[config.mk]
export PLATFORM = sky130hd
export DESIGN_NAME = air_hockey_puck
export DESIGN_NICKNAME = d
export VERILOG_FILES = /design/src/rtl/air_hockey_pkg.sv /design/src/rtl/air_hockey_puck_collide.sv /design/src/rtl/air_hockey_puck.sv
export SDC_FILE = /design/constraint.sdc
export NUM_CORES = 1
export LEC_CHECK = 0
export BUFFER_PORTS_ARGS = -buffer_cell sky130_fd_sc_hd__buf_2
export CORE_MARGIN = 2
export CORE_UTILIZATION = 40
export DETAILED_ROUTE_END_ITERATION = 8
export GPL_ROUTABILITY_DRIVEN = 0
export PLACE_DENSITY = 0.58
export SKIP_LAST_GASP = 1
export SLEW_MARGIN = 20
export SYNTH_ARGS = -nofsm -noshare
export SYNTH_HDL_FRONTEND = slang
export SYNTH_HIERARCHICAL = 1
export SYNTH_SLANG_ARGS = --single-unit
[constraint.sdc]
create_clock -name clkPuck -period 8.8 [get_ports clkPuck]
set_input_delay 2.64 -clock clkPuck [delete_from_list [all_inputs] [get_ports clkPuck]]
set_output_delay 2.64 -clock clkPuck [all_outputs]
set_load 0.1 [all_outputs]
[src/rtl/air_hockey_pkg.sv]
// Shared air-hockey definitions: screen/paddle geometry, puck timing, colours
// and the puck state encoding, common to the paddle and puck stages.
package air_hockey_pkg;

  localparam int WIDTH       = 96;
  localparam int HEIGHT      = 64;
  localparam int PADDLE_H    = 20;
  localparam int PADDLE_W    = 3;
  localparam int BORDER      = 3;

  localparam int PUCK_HALF   = 1;
  localparam int SPEED       = 1;
  localparam int SERVE_TICKS = 8;
  localparam int GOAL_TICKS  = 16;
  localparam int WIN_SCORE   = 7;

  localparam logic [15:0] COL_WHITE = 16'hFFFF;
  localparam logic [15:0] COL_BLACK = 16'h0000;

  localparam logic [6:0] CENTRE_X = 7'(WIDTH / 2);
  localparam logic [6:0] CENTRE_Y = 7'(HEIGHT / 2);

  typedef enum logic [1:0] {
    SERVE = 2'd0,
    PLAY  = 2'd1,
    GOAL  = 2'd2,
    OVER  = 2'd3
  } puck_state_e;

  // Zero-extend a 7-bit screen coordinate into signed headroom.
  function automatic logic signed [7:0] to_s8(input logic [6:0] v);
    return $signed({1'b0, v});
  endfunction

endpackage

[src/rtl/air_hockey_puck_collide.sv]
// Combinational collision detector: wall bounce, paddle faces and goal lines
// for the puck's current position and direction of travel.
module puck_collide
  import air_hockey_pkg::*;
(
  input  logic [6:0] puck_x,
  input  logic [6:0] puck_y,
  input  logic       dx_neg,
  input  logic       dy_neg,
  input  logic [6:0] user_x,
  input  logic [6:0] user_y,
  input  logic [6:0] audio_x,
  input  logic [6:0] audio_y,
  output logic       wallFlipY,
  output logic       hitUser,
  output logic       hitAudio,
  output logic       goalLeft,
  output logic       goalRight
);

  localparam logic signed [7:0] HALF_S   = 8'(PUCK_HALF);
  localparam logic signed [7:0] SPEED_S  = 8'(SPEED);
  localparam logic signed [7:0] FACE_S   = 8'(PADDLE_W / 2);
  localparam logic signed [7:0] PAD_UP_S = 8'(PADDLE_H / 2);
  localparam logic signed [7:0] PAD_DN_S = 8'(PADDLE_H / 2 - 1);
  localparam logic signed [7:0] MAX_X_S  = 8'(WIDTH - 1);
  localparam logic signed [7:0] MAX_Y_S  = 8'(HEIGHT - 1);

  logic signed [7:0] px_s, py_s, ux_s, uy_s, ax_s, ay_s;
  logic              v_user_s, v_audio_s;

  assign px_s = to_s8(puck_x);
  assign py_s = to_s8(puck_y);
  assign ux_s = to_s8(user_x);
  assign uy_s = to_s8(user_y);
  assign ax_s = to_s8(audio_x);
  assign ay_s = to_s8(audio_y);

  // A hit needs the puck to reach the paddle face within this step while
  // still being in front of it, so a puck already past the face never bounces.
  always_comb begin
    v_user_s  = (py_s + HALF_S >= uy_s - PAD_UP_S) && (py_s - HALF_S <= uy_s + PAD_DN_S);
    v_audio_s = (py_s + HALF_S >= ay_s - PAD_UP_S) && (py_s - HALF_S <= ay_s + PAD_DN_S);
    wallFlipY = dy_neg ? (py_s - HALF_S - SPEED_S < 8'sd0)
                       : (py_s + HALF_S + SPEED_S > MAX_Y_S);
    hitUser   = dx_neg && (px_s - HALF_S > ux_s + FACE_S)
                       && (px_s - HALF_S - SPEED_S <= ux_s + FACE_S) && v_user_s;
    hitAudio  = !dx_neg && (px_s + HALF_S < ax_s - FACE_S)
                        && (px_s + HALF_S + SPEED_S >= ax_s - FACE_S) && v_audio_s;
    goalLeft  = dx_neg && !hitUser && (px_s < HALF_S + SPEED_S);
    goalRight = !dx_neg && !hitAudio && (px_s + HALF_S + SPEED_S > MAX_X_S);
  end

endmodule

[src/rtl/air_hockey_puck.sv]
// Puck engine: serve/play/goal/over sequencing, puck motion, scoring and the
// per-pixel puck overlay for the OLED mux.
module air_hockey_puck
  import air_hockey_pkg::*;
(
  input  logic        clkPuck,
  input  logic        rst,
  input  logic        enable,
  input  logic        restart,
  input  logic [6:0]  x,
  input  logic [6:0]  y,
  input  logic [6:0]  userPaddleX,
  input  logic [6:0]  userPaddleY,
  input  logic [6:0]  audioPaddleX,
  input  logic [6:0]  audioPaddleY,
  output logic [6:0]  puckX,
  output logic [6:0]  puckY,
  output logic        puckAppear,
  output logic [15:0] puck_col,
  output logic [3:0]  userScore,
  output logic [3:0]  audioScore,
  output logic        goalPulse,
  output logic        gameOver,
  output logic        winner
);

  localparam logic [3:0]        SERVE_LAST = 4'(SERVE_TICKS - 1);
  localparam logic [3:0]        GOAL_LAST  = 4'(GOAL_TICKS - 1);
  localparam logic [3:0]        WIN        = 4'(WIN_SCORE);
  localparam logic [6:0]        STEP       = 7'(SPEED);
  localparam logic signed [7:0] HALF_S     = 8'(PUCK_HALF);

  puck_state_e state_q, state_d;
  logic [3:0]  timer_q, timer_d;
  logic [6:0]  px_q, px_d, py_q, py_d;
  logic        dx_neg_q, dx_neg_d, dy_neg_q, dy_neg_d;
  logic        serve_dy_neg_q, serve_dy_neg_d;
  logic [3:0]  user_score_q, user_score_d, audio_score_q, audio_score_d;
  logic        goal_pulse_q, goal_pulse_d, winner_q, winner_d;

  logic wall_flip_y_s, hit_user_s, hit_audio_s, goal_left_s, goal_right_s;
  logic signed [7:0] rx_s, ry_s;

  puck_collide u_collide (
    .puck_x    (px_q),
    .puck_y    (py_q),
    .dx_neg    (dx_neg_q),
    .dy_neg    (dy_neg_q),
    .user_x    (userPaddleX),
    .user_y    (userPaddleY),
    .audio_x   (audioPaddleX),
    .audio_y   (audioPaddleY),
    .wallFlipY (wall_flip_y_s),
    .hitUser   (hit_user_s),
    .hitAudio  (hit_audio_s),
    .goalLeft  (goal_left_s),
    .goalRight (goal_right_s)
  );

  // State registers; rst returns everything to the opening serve.
  always_ff @(posedge clkPuck or posedge rst) begin
    if (rst) begin
      state_q        <= SERVE;
      timer_q        <= 4'd0;
      px_q           <= CENTRE_X;
      py_q           <= CENTRE_Y;
      dx_neg_q       <= 1'b1;
      dy_neg_q       <= 1'b0;
      serve_dy_neg_q <= 1'b0;
      user_score_q   <= 4'd0;
      audio_score_q  <= 4'd0;
      goal_pulse_q   <= 1'b0;
      winner_q       <= 1'b0;
    end else begin
      state_q        <= state_d;
      timer_q        <= timer_d;
      px_q           <= px_d;
      py_q           <= py_d;
      dx_neg_q       <= dx_neg_d;
      dy_neg_q       <= dy_neg_d;
      serve_dy_neg_q <= serve_dy_neg_d;
      user_score_q   <= user_score_d;
      audio_score_q  <= audio_score_d;
      goal_pulse_q   <= goal_pulse_d;
      winner_q       <= winner_d;
    end
  end

  // Next-state logic. dx is left untouched through GOAL, so it still points
  // at the side that conceded when the next serve starts.
  always_comb begin
    state_d        = state_q;
    timer_d        = timer_q;
    px_d           = px_q;
    py_d           = py_q;
    dx_neg_d       = dx_neg_q;
    dy_neg_d       = dy_neg_q;
    serve_dy_neg_d = serve_dy_neg_q;
    user_score_d   = user_score_q;
    audio_score_d  = audio_score_q;
    winner_d       = winner_q;
    goal_pulse_d   = 1'b0;
    if (enable) begin
      case (state_q)
        SERVE: begin
          if (timer_q == SERVE_LAST) begin
            timer_d = 4'd0;
            state_d = PLAY;
          end else begin
            timer_d = timer_q + 4'd1;
          end
        end
        PLAY: begin
          if (wall_flip_y_s) begin
            dy_neg_d = !dy_neg_q;
          end else begin
            py_d = dy_neg_q ? (py_q - STEP) : (py_q + STEP);
          end
          if (hit_user_s) begin
            dx_neg_d = 1'b0;
          end else if (hit_audio_s) begin
            dx_neg_d = 1'b1;
          end else if (goal_left_s) begin
            audio_score_d = audio_score_q + 4'd1;
            goal_pulse_d  = 1'b1;
            timer_d       = 4'd0;
            state_d       = GOAL;
          end else if (goal_right_s) begin
            user_score_d = user_score_q + 4'd1;
            goal_pulse_d = 1'b1;
            timer_d      = 4'd0;
            state_d      = GOAL;
          end else begin
            px_d = dx_neg_q ? (px_q - STEP) : (px_q + STEP);
          end
        end
        GOAL: begin
          if (timer_q == GOAL_LAST) begin
            timer_d = 4'd0;
            if ((user_score_q == WIN) || (audio_score_q == WIN)) begin
              state_d  = OVER;
              winner_d = (audio_score_q == WIN);
            end else begin
              px_d           = CENTRE_X;
              py_d           = CENTRE_Y;
              dy_neg_d       = !serve_dy_neg_q;
              serve_dy_neg_d = !serve_dy_neg_q;
              state_d        = SERVE;
            end
          end else begin
            timer_d = timer_q + 4'd1;
          end
        end
        OVER: begin
          if (restart) begin
            user_score_d   = 4'd0;
            audio_score_d  = 4'd0;
            winner_d       = 1'b0;
            px_d           = CENTRE_X;
            py_d           = CENTRE_Y;
            dx_neg_d       = 1'b1;
            dy_neg_d       = 1'b0;
            serve_dy_neg_d = 1'b0;
            timer_d        = 4'd0;
            state_d        = SERVE;
          end else begin
            state_d = OVER;
          end
        end
        default: begin
          state_d = SERVE;
          timer_d = 4'd0;
        end
      endcase
    end else begin
      goal_pulse_d = 1'b0;
    end
  end

  assign rx_s = to_s8(x) - to_s8(px_q);
  assign ry_s = to_s8(y) - to_s8(py_q);

  // Pixel overlay: 3x3 square around the centre, hidden while a goal plays out.
  always_comb begin
    puckAppear = (rx_s >= -HALF_S) && (rx_s <= HALF_S) &&
                 (ry_s >= -HALF_S) && (ry_s <= HALF_S) && (state_q != GOAL);
  end

  assign puckX      = px_q;
  assign puckY      = py_q;
  assign puck_col   = COL_WHITE;
  assign userScore  = user_score_q;
  assign audioScore = audio_score_q;
  assign goalPulse  = goal_pulse_q;
  assign gameOver   = (state_q == OVER);
  assign winner     = winner_q;

endmodule

# Word-level counts from Yosys, hierarchy flattened

Cells that the tools add are included.

Register bits: 33
Output and inout port bits: 42
Logic and storage cells: 170

Add/subtract/negate cells: 23
Order comparisons: 16
Equal/unequal tests: 23
Muxes and demuxes: 61
Reduce and logical (&&, ||, !) cells: 36

Operators by type and width:

| kind                  | number |
|---|---|
| $mux W7               | 13 |
| $mux W4               | 14 |
| $pmux W7 S3           | 2 |
| $ne A2 B2 Y1 const B  | 13 |
| $add A7 B1 Y8 const B | 3 |
| $ge A8 B8 Y1          | 3 |
| $le A8 B8 Y1          | 3 |
| $reduce_and A6 Y1     | 4 |
| $sub A7 B1 Y8 const B | 3 |
| $add A7 B4 Y8 const B | 2 |
| $add A8 B2 Y8 const B | 2 |
| $ge A8 B1 Y1 const B  | 2 |
| $le A8 B2 Y1 const B  | 2 |
| $logic_and A1 B1 Y1   | 16 |
| $mux W1               | 16 |
| $mux W2               | 8 |
| $pmux W4 S2           | 2 |
| $pmux W4 S4           | 1 |
| $sub A7 B4 Y8 const B | 2 |
| $sub A7 B7 Y8         | 2 |
| $sub A8 B2 Y8 const B | 2 |
| $reduce_and A5 Y1     | 3 |
| $add A7 B1 Y7 const B | 2 |
| $sub A7 B1 Y7 const B | 2 |
| other kinds (24)      | 37 |

# Depth between registers and ports, before layout

Depth in word-level cells: 14
Mapped depth: 21
Gate-level depth less buffers: 20

# Cells and area by module

The synthesis kept the hierarchy.

By module, submodules not included:

| module          | instances | cells each | area an instance (um^2) | sequential area each (um^2) |
|---|---|---|---|---|
| air_hockey_puck | 1         | 338        | 2887.8                  | 830.8 |
| puck_collide    | 1         | 372        | 2793.9                  | 0.0 |

# Worst setup path before layout

Ideal clock, no wire load.

Path kind: input port to output port
Start point: in x[0]
End point: out puckAppear
Arrival time: 5.005 ns
Data required time: 6.160 ns
Slack: 1.155 ns
Cell stages on the path: 8
Cells stage by stage: inv_1 > ha_1 > fa_1 > or3_1 > a2111oi_2 > o2111ai_1 > nor3_1 > o22a_1

Word-level cells in the longest chain between the ends: 6

RTL lines:

| element                                      | RTL line               | RTL |
|---|---|---|
| start: declaration                           | air_hockey_puck.sv:10  | `input logic [6:0] x,` |
| $sub A7 B7 Y8 *                              | air_hockey_puck.sv:180 | `assign rx_s = to_s8(x) - to_s8(px_q);` |
| $ge A8 B1 Y1 or $le A8 B2 Y1 (tied branches) | air_hockey_puck.sv:185 | `puckAppear = (rx_s >= -HALF_S) && (rx_s <= HALF_S) &&` |
| $logic_and A1 B1 Y1 * (2 in series)          | air_hockey_puck.sv:185 |  |
| $logic_and A1 B1 Y1 * (2 in series)          | air_hockey_puck.sv:186 | `(ry_s >= -HALF_S) && (ry_s <= HALF_S) && (state_q != GOAL);` |
| end: declaration                             | air_hockey_puck.sv:18  | `output logic puckAppear,` |

Mark *: on every way between the ends. The rest lies on a longest branch, timed or not.

# Worst setup path after layout

Ends and elaborated chain as after synthesis.

==> out/qor.txt <==
Yosys top cell by area: ha_1
First-pass GRT wire length: 24140 µm
Die Y: 123.2 µm
Worst Hold Class: flip-flop to flip-flop
CP startpoint kind: input port
Syn_area_per_cell: 8.002 µm²
Total Power: 2.199 mW
Syn. warnings: 6
Slew HR: 0.4084
Total track usage: 0.1957
Layout cells sized above 1: 0.1384
Path depth of the worst reg2reg path: 17
Highest-count cells in the layout ignoring fill and taps: 104 x ha_1, 71 x buf_2, 58 x inv_1
Clock sinks: 33
Number of global-route vias before repair: 5120
Hold Buf Count CTS: 0
Synthesized area: 5682 µm²
Switching pwr: 1.269 mW
Largest net degree at the start of global routing: 34
Worst hold stages: 2
Combinational cell fraction of total power: 0.736
Area growth syn-to-layout: 11.01%
Delay-heaviest family, CP: simple AND/OR/NAND/NOR gates
CTS resizes: 0
Critical path arrival: 5220 ps
Commonest non-fill, non-tap cell in the layout: ha_1
DP Cell Count: 945
Starting Density: 0.4093
Core area: 13880 µm²
DR WL/cell: 15.23 µm
Via density: 5.493
Hpwl dp: 11560 µm
Port Buffers: 71
Wirelength, routed: 14520 µm
Largest stage delay on the critical path: 450 ps
Status: completed
Max-slew violations: 0
CP max stage cell: fa_1
Post-CTS setup buffer count: 0
Ys async rst share: 1.000
Synth top area share: 0.2290
Grt total ovfl: 0
# Max-Cap Violations: 0
Clock-pin transition on the worst setup and hold timing paths: 50 ps
Switch share: 0.5768
Non-filler instance count after layout: 953
Fin Clk Skew: 2.403 ps
PwrDens: 348.7 nW/µm²
Post-route minimum period: 7855 ps
Synth unique cells: 83
Ant. Diodes: 0
Cells after Synth: 710
CTS buffer count: 5
1st-iter DRT viols: 283
Leakage: 2.966 nW
Antenna Nets Post-Route: 0
Crit-path most repeated cell: buf_2
Ranking of synthesized cells by area: ha_1 23%, dfrtp_1 13%, xnor2_1 6.8%
Top FF cell, synth: dfrtp_1
Worst R2R Setup Slack: 3550 ps
Pre-antenna DRT Iters: 4
DR vias: 5235
Worst-Skew Late Latency: 280 ps
# nets final: 926
R2R Path Start: puckX[1]$_DFFE_PP0P_
CTS tree: built
Critical Path RT: 6160 ps
Initial antenna violation count: 0
Util after Layout: 0.4544
Seq cells post-synth: 33
Post-synth EDFFs: 0
RSZ-0062 raised after global routing: no
Die Wd: 123.2 µm
Fin. Hold Viols: 0
Buf/Inv on CP: 3
Crit path max fanout: 2
H-tree levels: 2
CP Capture Type: primary output
Row count: 43
Number of remaining DRC errors: 0
Filler cell count: 1423
Period utilization: 0.8927
WS Path Type: input port to primary output
Clock Tree Buf Depth: 2
Worst-Margin Slew: 887.5 ps
Cell Chain, Critical Path: buf_2 -> inv_1 -> ha_1 -> fa_1 -> or3_1 -> a2111oi_2 -> o2111ai_1 -> nor3_1 -> o22a_1 -> buf_2
Worst hold endpoint: timer_q[1]$_DFFE_PP0P_
Worst reg2reg path endpoint: puckX[4]$_DFFE_PP1P_
Fmax: 0.1273 GHz
Clock share of power: 0.095
Setup_tns: 0 ps
Final setup fails: 0
Sequential-to-total area share from yosys stat: 0.1462
Root buf cell: clkbuf_16
Hold_sp: timer_q[1]$_DFFE_PP0P_
Sequential share of power: 0.169
Maximum vdd drop: 0.2325 mV
Die area: 15170 µm²
Power Internal: 0.9307 mW
IO Count: 88
==> flip-flops by register name, indices dropped and copies added (netlist names) <==
| name | flops |
|---|---|
| state_q | 2 |
| serve_dy_neg_q | 1 |
| userScore | 4 |
| goalPulse | 1 |
| winner | 1 |
| puckY | 7 |
| puckX | 7 |
| timer_q | 4 |
| dy_neg_q | 1 |
| dx_neg_q | 1 |
| audioScore | 4 |
==> worst register-to-register path, stage by stage (launching register included) <==
cell	delay, ps
dfrtp_1	750
inv_1	210
ha_1	270
xnor2_1	370
nand3_1	130
or3_1	400
xnor2_1	200
ha_1	270
a21oi_1	160
nor2b_1	60
or4_1	460
o211ai_1	160
a41oi_1	240
nor4_1	310
o21ai_0	160
a21oi_1	730
o21ai_0	180
o21ai_0	120
==> kinds of logic (layout without fill, tap and decap cells) <==
logic type	count (synthesis)	after routing	share of synthesized area
DFF	33	33	0.1462
other	1	16	0.0006600
xor gates and xnor gates	80	80	0.1246
AOI/OAI and AO/OA	159	159	0.1878
muxes	3	3	0.005505
adders and majority gates	110	110	0.2469
and+or+nand+nor	231	231	0.2136
buffers and inverters	93	141	0.07465
==> layer usage <==
layer / track usage / vias up / part of all wire
li1: - / 2631 / -
met1: 0.2528 / 2462 / 0.45
met2: 0.3403 / 124 / 0.48
met3: 0.02583 / 18 / 0.051
met4: 0.05540 / 0 / 0.019
met5: 0 / - / 0
==> per-stage QoR <==
step                      hold slack [ps]  setup WS [ps]  cell area, µm²
after global placement              482.0           1074            6135
final                               502.4          944.6            6307
after detailed placement            491.0           1020            6135
after CTS                           511.2           1002            6307
after floorplan                     465.6           1155            5738
after global routing                545.6          902.6            6307
==> final cells by class <==
type / count / area, µm² / share of cell area
inverter: 60 / 225.2 / 0.03571
clock inverter: 1 / 30.03 / 0.004761
tap: 180 / 225.2 / 0.03571
sequential: 33 / 830.8 / 0.1317
clock buffer: 7 / 142.6 / 0.02261
timing repair buffer: 73 / 370.4 / 0.05872
multi-input combinational: 599 / 4483 / 0.7108
==> power by group through the flow <==
stage | Clock [mW] | Combinational [mW] | Sequential, mW
2_1_floorplan | 0 | 1.09 | 0.564
3_3_place_gp | 0 | 1.56 | 0.372
3_5_place_dp | 0 | 1.61 | 0.377
4_1_cts | 0.213 | 1.62 | 0.374
5_1_grt | 0.219 | 1.80 | 0.392
6_report | 0.209 | 1.62 | 0.372
==> cells in the mapped netlist, types with 5 or more instances <==
master and n:
ha_1 104, inv_1 58, nand2_1 52, xnor2_1 44, nor2_1 41, o21ai_0 40
a21oi_1 35, xor2_1 35, nand3_1 31, dfrtp_1 29, nor3_1 21, buf_4 18
nor2b_1 18, nand2b_1 12, a21o_1 9, nand4_1 9, clkbuf_1 8, o211ai_1 8
nand3b_1 7, buf_2 6, o31ai_1 6, or4_1 6, a31oi_1 5, nor4_1 5
==> how the worst max path moves through the flow <==
stage / cells past startpoint / to / slack [ps] / startpoint
finish: 10 / puckAppear / 940 / x[0]
global route: 10 / puckAppear / 900 / x[0]
CTS: 10 / puckAppear / 1000 / x[0]
detailed placement: 10 / puckAppear / 1020 / x[0]
global placement: 10 / puckAppear / 1070 / x[0]
floorplan: 8 / puckAppear / 1160 / x[0]
Power figures use the tool's default switching activity.
